### src/rtl/stopwatch_display_scan_if.sv
// stopwatch_display_scan_if: digit/control inputs and display pin outputs of the scanner
interface stopwatch_display_scan_if;
  logic        enable;
  logic [15:0] digits;
  logic        blank_lz;
  logic [3:0]  blink_mask;
  logic [3:0]  dp_pos;
  logic [3:0]  an;
  logic [6:0]  seg;
  logic        dp;
  logic        frame_tick;
  modport master(output enable, digits, blank_lz, blink_mask, dp_pos, input an, seg, dp, frame_tick);
  modport slave(input enable, digits, blank_lz, blink_mask, dp_pos, output an, seg, dp, frame_tick);
endinterface

### src/rtl/stopwatch_display_scan.sv
// stopwatch_display_scan: 4-digit common-anode seven-segment scanner with frame snapshot, blanking and blink
module stopwatch_display_scan #(
  parameter int SCAN_DIV     = 1000,
  parameter int BLINK_FRAMES = 64
) (
  input logic clk,
  input logic reset,
  stopwatch_display_scan_if.slave bus
);
  localparam int PW = $clog2(SCAN_DIV);
  localparam int FW = BLINK_FRAMES > 1 ? $clog2(BLINK_FRAMES) : 1;
  logic [PW-1:0] r_pre;
  logic [1:0]    r_idx;
  logic [15:0]   r_snap;
  logic [FW-1:0] r_fcnt;
  logic          r_bph;
  logic [3:0]    r_an;
  logic [6:0]    r_seg;
  logic          r_dp;
  logic          r_tick;
  logic          w_term;
  logic          w_frame;
  logic          w_fwrap;
  logic          w_lz4;
  logic          w_lz3;
  logic          w_blank;
  logic [3:0]    w_dig;
  logic [6:0]    w_seg;
  assign w_term  = r_pre == PW'(SCAN_DIV - 1);
  assign w_frame = bus.enable & w_term & (r_idx == 2'd3);
  assign w_fwrap = r_fcnt == FW'(BLINK_FRAMES - 1);
  assign w_dig   = r_snap[{r_idx, 2'b00} +: 4];
  assign w_lz4   = bus.blank_lz & (r_snap[15:12] == 4'd0);
  assign w_lz3   = w_lz4 & (r_snap[11:8] == 4'd0);
  assign w_blank = (r_idx == 2'd3 & w_lz4) | (r_idx == 2'd2 & w_lz3) | (bus.blink_mask[r_idx] & r_bph);
  // Active-low gfedcba pattern of the digit currently being scanned; non-BCD shows a dash
  always_comb begin
    w_seg = 7'b0111111;
    case (w_dig)
      4'd0:    w_seg = 7'b1000000;
      4'd1:    w_seg = 7'b1111001;
      4'd2:    w_seg = 7'b0100100;
      4'd3:    w_seg = 7'b0110000;
      4'd4:    w_seg = 7'b0011001;
      4'd5:    w_seg = 7'b0010010;
      4'd6:    w_seg = 7'b0000010;
      4'd7:    w_seg = 7'b1111000;
      4'd8:    w_seg = 7'b0000000;
      4'd9:    w_seg = 7'b0010000;
      default: w_seg = 7'b0111111;
    endcase
  end
  // Scan position, frame-coherent snapshot and blink phase; everything freezes while disabled
  always_ff @(posedge clk) begin
    if (reset) begin
      r_pre  <= '0;
      r_idx  <= 2'd0;
      r_snap <= 16'd0;
      r_fcnt <= '0;
      r_bph  <= 1'b0;
    end else if (bus.enable) begin
      r_pre <= w_term ? '0 : r_pre + 1'b1;
      if (w_term) r_idx <= r_idx + 1'b1;
      if (w_frame) begin
        r_snap <= bus.digits;
        r_fcnt <= w_fwrap ? '0 : r_fcnt + 1'b1;
        if (w_fwrap) r_bph <= ~r_bph;
      end
    end
  end
  // Registered pin drive; the first cycle of each slot is dark to suppress ghosting
  always_ff @(posedge clk) begin
    if (reset || !bus.enable) begin
      r_an  <= 4'b1111;
      r_seg <= 7'b1111111;
      r_dp  <= 1'b1;
    end else begin
      r_an  <= r_pre == '0 ? 4'b1111 : ~(4'b0001 << r_idx);
      r_seg <= w_blank ? 7'b1111111 : w_seg;
      r_dp  <= w_blank | ~bus.dp_pos[r_idx];
    end
    r_tick <= !reset && w_frame;
  end
  assign bus.an         = r_an;
  assign bus.seg        = r_seg;
  assign bus.dp         = r_dp;
  assign bus.frame_tick = r_tick;
endmodule
### src/flat_wrapper.sv
// flat-port wrapper written by rule: the top's interface ports become plain ports
module stopwatch_display_scan_flat 
#(
  parameter int SCAN_DIV     = 1000,
  parameter int BLINK_FRAMES = 64
)
  (clk, reset, bus_enable, bus_digits, bus_blank_lz, bus_blink_mask, bus_dp_pos, bus_an, bus_seg, bus_dp, bus_frame_tick);
  stopwatch_display_scan_if bus_i ();
  input logic clk;
  input logic reset;
  input wire logic [$bits(bus_i.enable)-1:0] bus_enable;
  input wire logic [$bits(bus_i.digits)-1:0] bus_digits;
  input wire logic [$bits(bus_i.blank_lz)-1:0] bus_blank_lz;
  input wire logic [$bits(bus_i.blink_mask)-1:0] bus_blink_mask;
  input wire logic [$bits(bus_i.dp_pos)-1:0] bus_dp_pos;
  output wire logic [$bits(bus_i.an)-1:0] bus_an;
  output wire logic [$bits(bus_i.seg)-1:0] bus_seg;
  output wire logic [$bits(bus_i.dp)-1:0] bus_dp;
  output wire logic [$bits(bus_i.frame_tick)-1:0] bus_frame_tick;
  assign bus_i.enable = bus_enable;
  assign bus_i.digits = bus_digits;
  assign bus_i.blank_lz = bus_blank_lz;
  assign bus_i.blink_mask = bus_blink_mask;
  assign bus_i.dp_pos = bus_dp_pos;
  assign bus_an = bus_i.an;
  assign bus_seg = bus_i.seg;
  assign bus_dp = bus_i.dp;
  assign bus_frame_tick = bus_i.frame_tick;
  stopwatch_display_scan #(.SCAN_DIV(SCAN_DIV), .BLINK_FRAMES(BLINK_FRAMES)) u_core (.clk(clk), .reset(reset), .bus(bus_i));
endmodule
### config.mk
export PLATFORM = sky130hd
export DESIGN_NAME = stopwatch_display_scan_flat
export DESIGN_NICKNAME = d
export VERILOG_FILES = /design/src/rtl/stopwatch_display_scan_if.sv /design/src/rtl/stopwatch_display_scan.sv /design/src/flat_wrapper.sv
export SDC_FILE = /design/constraint.sdc
export NUM_CORES = 1
export LEC_CHECK = 0
export CAP_MARGIN = 20
export CORE_ASPECT_RATIO = 0.7
export CORE_MARGIN = 5
export CORE_UTILIZATION = 47
export DETAILED_ROUTE_END_ITERATION = 8
export HOLD_SLACK_MARGIN = 0.12
export PLACE_DENSITY = 0.76
export RECOVER_POWER = 25
export SETUP_SLACK_MARGIN = 0.15
export SYNTH_ARGS = -nofsm -noshare
export SYNTH_HDL_FRONTEND = slang
export SYNTH_SLANG_ARGS = --single-unit
export TNS_END_PERCENT = 50
### constraint.sdc
create_clock -name clk -period 1.8 [get_ports clk]
set_clock_uncertainty 0.05 [all_clocks]
set_input_delay 0.36 -clock clk [delete_from_list [all_inputs] [get_ports clk]]
set_output_delay 0.36 -clock clk [all_outputs]
set_load 0.02 [all_outputs]
# ---- Word-level counts from Yosys, hierarchy flattened
# Memories as Yosys holds them, arrays and structs flattened. A register that Yosys moved wholly into a read port is not among the register bits.
# Index checks and enable logic that the tools add are counted.
dict set report totals {
  mem_bits_ro 112
  reg_bits 41
  mem_count 1
  output_inout_bits 13
  word_cells 50
  in_bits 28
}
# name depth width rd rd_ports_with_merged_regs write_ports line_no
set mem_list {}
lappend mem_list {{(name not given)} 16 7 1 1 0 stopwatch_display_scan.sv:39} ;# case (w_dig)
dict set report op_classes {
  n_eq_ne 4
  n_bitwise 13
  addsub 3
  n_reduce_logical 12
  shifts 2
  muxes 6
  order_cmp 1
}
# operator n
set op_table {}
lappend op_table {{16-bit by 5-bit indexed part select with 4-bit output} 1}
lappend op_table {{10-bit by 1-bit adder with 10-bit output, second input constant} 1}
lappend op_table {{10-bit equality test, second input constant} 1}
lappend op_table {{10-bit logical NOT} 1}
lappend op_table {{10-bit 2-to-1 mux} 1}
lappend op_table {{4-bit logical NOT} 2}
lappend op_table {{1-bit AND} 7}
lappend op_table {{6-bit by 1-bit adder with 6-bit output, second input constant} 1}
lappend op_table {{6-bit equality test, second input constant} 1}
lappend op_table {{6-bit 2-to-1 mux} 1}
lappend op_table {{1-bit binary-select mux with 2-bit select} 2}
lappend op_table {{2-bit equality test, second input constant} 2}
lappend op_table {{4-bit inverter} 1}
lappend op_table {{2-bit AND reduction} 2}
lappend op_table {{2-bit OR reduction} 2}
lappend op_table {{1-bit by 2-bit << shifter with 4-bit output, first input constant} 1}
lappend op_table {{2-bit by 3-bit less-than comparator with 1-bit output, second input constant} 1}
lappend op_table {{1-bit OR} 3}
lappend op_table {{3-bit AND reduction} 1}
lappend op_table {{2-bit by 1-bit adder with 2-bit output, second input constant} 1}
lappend op_table {{1-bit logical NOT} 2}
lappend op_table {{1-bit 2-to-1 mux} 2}
lappend op_table {{1-bit inverter} 2}
lappend op_table {{1-bit logical AND} 1}
lappend op_table {{1-bit logical OR} 1}

# ---- Logic depth before layout (Yosys ltp)
dict set report logic_depth {
  depth_word 7
  depth_mapped 8
  ltp_nobuf 7
}

# ---- Worst setup path after synthesis
# Ideal clock, no wire load.
dict set report synth_path {
  kind {reg-to-reg}
  start {register u_core.r_idx[1]}
  end {register u_core.r_seg[1], in the netlist u_core.bus.seg[1]}
  setup_slack_ns -0.048
  n_path_buf 1
  t_arrival_ns 1.666
  required_ns 1.618
  period_less_slack_ns 1.848
  setup_ns 0.132
  stages_incl_launch_ff 7
  cell_sequence {dfxtp_1 -> buf_2 -> mux4_2 -> inv_1 -> ha_1 -> o22ai_1 -> nand2_1}
}
dict set report synth_via {
  elab_chain_len 5
  word_cells_on_any_way 11
  classes_between {2 x eq/ne; 1 x shift; 2 x mux; 5 x bitwise; 1 x reduce/logical}
}
# element line_no
set synth_lines {}
lappend synth_lines {{from (decl)} stopwatch_display_scan.sv:13} ;# logic [1:0] r_idx;
lappend synth_lines {{from (signal assigned)} stopwatch_display_scan.sv:63} ;# if (w_term) r_idx <= r_idx + 1'b1;
lappend synth_lines {{1-bit binary-select mux with 2-bit select or 2-bit equality test (tied branches)} stopwatch_display_scan.sv:35} ;# assign w_blank = (r_idx == 2'd3 & w_lz4) | (r_idx == 2'd2 & w_lz3) | (bus.blink_mask[r_idx] & r_bph);
lappend synth_lines {{1-bit 2-to-1 mux (not written as such) or 1-bit AND (tied branches)} stopwatch_display_scan.sv:35}
lappend synth_lines {{1-bit AND or 1-bit OR (tied branches)} stopwatch_display_scan.sv:35}
lappend synth_lines {{1-bit OR} stopwatch_display_scan.sv:35}
lappend synth_lines {{2-bit OR reduction (no line)} n/a}
lappend synth_lines {{to (decl)} stopwatch_display_scan.sv:18} ;# logic [6:0] r_seg;
# Several ways; a longest one is shown, not always the timed one. The select of a mux whose other input is x is not followed.
# A chain may end at the register's enable or synchronous reset.

# ---- Worst setup path in the final report
dict set report layout_path {
  start {register u_core.r_idx[0]}
  end {register u_core.r_seg[1], in the netlist u_core.bus.seg[1]}
}
# The elaborated chain is that of the path after synthesis.

==> impl_metrics.env <==
export IMPL_yosysTopAreaCell="dfxtp_1"
export IMPL_yosysWarnings=0
export IMPL_dp_final_hpwl_um=3884
export IMPL_maxSlewViolCount=0
export IMPL_clkSinkCount=48
export IMPL_drt_iter0_drc=53
export IMPL_cp_arrival_ps=1940
export IMPL_wl_per_cell_um=13.72
export IMPL_vias=1930
export IMPL_power_switching_mw=0.4227
export IMPL_syn_inst=258
export IMPL_coreArea_mm2=0.004703
export IMPL_peakVddDrop_mv=0.4691
export IMPL_root_buffer="clkbuf_8"
export IMPL_die_h_um=67.98
export IMPL_yosysMostFrequentCell="nand2_1"
export IMPL_nets=361
export IMPL_cp_top_family="multiplexers"
export IMPL_wl_met1_um=2623
export IMPL_grt_total_usage=0.1709
export IMPL_status="finished clean"
export IMPL_max_clock_freq_ghz=0.5588
export IMPL_slew_headroom=0.6234
export IMPL_avgSynthCellArea_um2=8.749
export IMPL_ant_nets=0
export IMPL_fin_crit_sh=0.9941
export IMPL_routabilityCongestion=0.8668
export IMPL_start_util=0.4799
export IMPL_setup_viol=0
export IMPL_crit_path_start_kind="flip-flop"
export IMPL_yosys_area_share_simple=0.2395
export IMPL_cp_buffers_inverters=2
export IMPL_chipWidth_um=92.83
export IMPL_path_class="reg -> reg"
export IMPL_seq_power_share=0.506
export IMPL_grt_max_degree=30
export IMPL_p_sw_frac=0.1985
export IMPL_io_pins=41
export IMPL_required_ps=1950
export IMPL_p_leak_nw=1.096
export IMPL_ys_ff_latch=48
export IMPL_hold_path_class="reg -> reg"
export IMPL_cts_hold_buf=0
export IMPL_synthFlopType="dfxtp_1"
export IMPL_period_needed_ps=1789
export IMPL_first_global_vias=1814
export IMPL_routed_top_layer="met4"
export IMPL_via_per_inst=5.106
export IMPL_grt_overflow_total=0
export IMPL_synth_mux_area_frac=0.06430
export IMPL_finalHoldViolations=0
export IMPL_yosysUniqueCellTypes=41
export IMPL_path_clk_slew_ps=90
export IMPL_antenna_found_initial=0
export IMPL_synth_area_leaders="dfxtp_1, nand2_1, ha_1"
export IMPL_totalWireLength_um=5187
export IMPL_comb_power_share=0.070
export IMPL_final_seq_area_um2=972.2
export IMPL_synth_fa_ha_area_frac=0.06652
export IMPL_syn_to_final_growth_pct=34.76
export IMPL_n_fill_cell=402
export IMPL_power_density_mw_per_mm2=700.2
export IMPL_slowest_stage="mux4_2"
export IMPL_clock_path_buffers=2
export IMPL_worst_slew_pin_slew_ps=564.9
export IMPL_first_pass_iters=4
export IMPL_antennaDiodeCount=0
export IMPL_rows=21
export IMPL_cp_end_kind="flip-flop"
export IMPL_drc_errors=0
export IMPL_port_buffers=40
export IMPL_multi_input_area_mm2=0.001234
export IMPL_cap_violations=0
export IMPL_numCtsBuffers=5
export IMPL_synth_top_family_by_area="simple AND/OR/NAND/NOR gates"
export IMPL_netlist_top_cells_count="nand2_1, dfxtp_1, a21oi_1, nor2_1, inv_1"
export IMPL_drive_gt1_frac=0.1963
export IMPL_clkPwrFrac=0.423
export IMPL_intPower_mw=1.707
export IMPL_power_total_mw=2.130
export IMPL_synth_seq_area_share=0.4257
export IMPL_timing_hold_ws_ps=410.6
export IMPL_met3_length_um=311
export IMPL_syn_num_nets=298
export IMPL_async_flop_share=0
export IMPL_synth_compound_area_frac=0.1136
export IMPL_clkLatencyLatePin_ps=300
export IMPL_synth_area_mm2=0.002257
export IMPL_die_area_mm2=0.006311
export IMPL_worstPathMaxFanout=5
export IMPL_grt_pass1_wl_um=8473
export IMPL_rsz0062_at_grt="true"
export IMPL_crit_path_cell_trace="buf_12, mux4_2, inv_2, ha_4, o22ai_2, nand2_1"
export IMPL_cts_tree="done"
export IMPL_max_stage_delay_ps=570
export IMPL_synth_edf_count=0
export IMPL_synth_top_area_share=0.4257
export IMPL_cts_max_level=2
export IMPL_synthXorXnorAreaFrac=0.03880
export IMPL_dr_wl_met2_um=2207
[cell type report]
class,count,area share
inverter,14,0.01728
timing repair buffer,69,0.1917
sequential,48,0.3196
multi-input combinational,183,0.4056
clock buffer,5,0.02262
tap,57,0.02345
clock inverter,2,0.01974
[worst register-to-register path, delay by kind of cell, from the launching register on]
kind,cells,cell delay (ps)
buffers and inverters,2,250
multiplexers,1,570
adder cells (fa/ha/maj),1,210
AND/OR/NAND/NOR,1,70
AO/OA/AOI/OAI,1,160
flip-flops,1,380
[worst paths after layout]
path               startpoint           endpoint  slack [ps]  cells after the start
min          u_core.r_snap[3]   u_core.r_snap[3]         410                      2
min reg2reg  u_core.r_snap[3]   u_core.r_snap[3]         410                      2
max           u_core.r_idx[0]  u_core.bus.seg[1]          10                      6
max reg2reg   u_core.r_idx[0]  u_core.bus.seg[1]          10                      6
[state kept, by name, summed over array words and instances, names as in the netlist]
register	cells
u_core.bus.seg	7
u_core.r_pre	10
u_core.r_bph	1
u_core.r_fcnt	6
u_core.bus.dp	1
u_core.bus.frame_tick	1
u_core.bus.an	4
u_core.r_snap	16
u_core.r_idx	2
[power by group through the flow]
stage / Clock, mW / Sequential [mW] / Combinational [mW]
final: 0.901 / 1.08 / 0.150
after global routing: 0.960 / 1.08 / 0.162
after CTS: 0.924 / 1.08 / 0.160
after detailed placement: 0 / 1.11 / 0.162
after global placement: 0 / 1.11 / 0.159
after floorplan: 0 / 1.12 / 0.0429
[cells in the final DEF, fill, tap and decap left out, types with 4 or more instances in the layout]
cell             netlist  routed
nand2_1               49      49
dfxtp_1               48      43
clkdlybuf4s50_1        0      25
a21oi_1               24      24
nor2_1                21      21
buf_4                  0      21
inv_1                 14      11
nand3_1               10      10
clkbuf_1               6      10
ha_1                  12       9
xnor2_1                8       8
nor3_1                 8       7
mux4_2                 6       6
clkbuf_8               0       5
dlygate4sd2_1          0       5
o21ai_1                4       4
[cell families after synthesis]
family / count (synthesis)
flops: 48
buf+inv: 27
simple gates: 112
compound gates: 42
fa+ha+maj: 12
mux: 7
xor+xnor: 10
[routing by layer]
layer	vias up	global-route usage
met2	53	0.2735
met5	-	0
met4	0	0.04936
li1	1002	-
met1	868	0.2277
met3	7	0.04835
[through the flow]
step / std cells / util / setup TNS (ps) / instance area [µm²] / setup slack, ps
finish: 378 / 0.6467 / 0 / 3042 / 10.55
global route: 378 / 0.6467 / -258.5 / 3042 / -46.56
CTS: 376 / 0.6515 / 0 / 3064 / 54.84
detailed placement: 368 / 0.6167 / -8089 / 2900 / -306.1
global placement: 368 / 0.6167 / -6631 / 2900 / -256.6
floorplan: 258 / - / 0 / 2278 / 101.4
[what timing repair did]
item	CTS	global route
pin swaps	1	11
resized for setup	15	19
setup buffers	1	1
endpoints found under the setup margin	43	48
gates cloned	0	1
(Power assumes the default switching activity.)
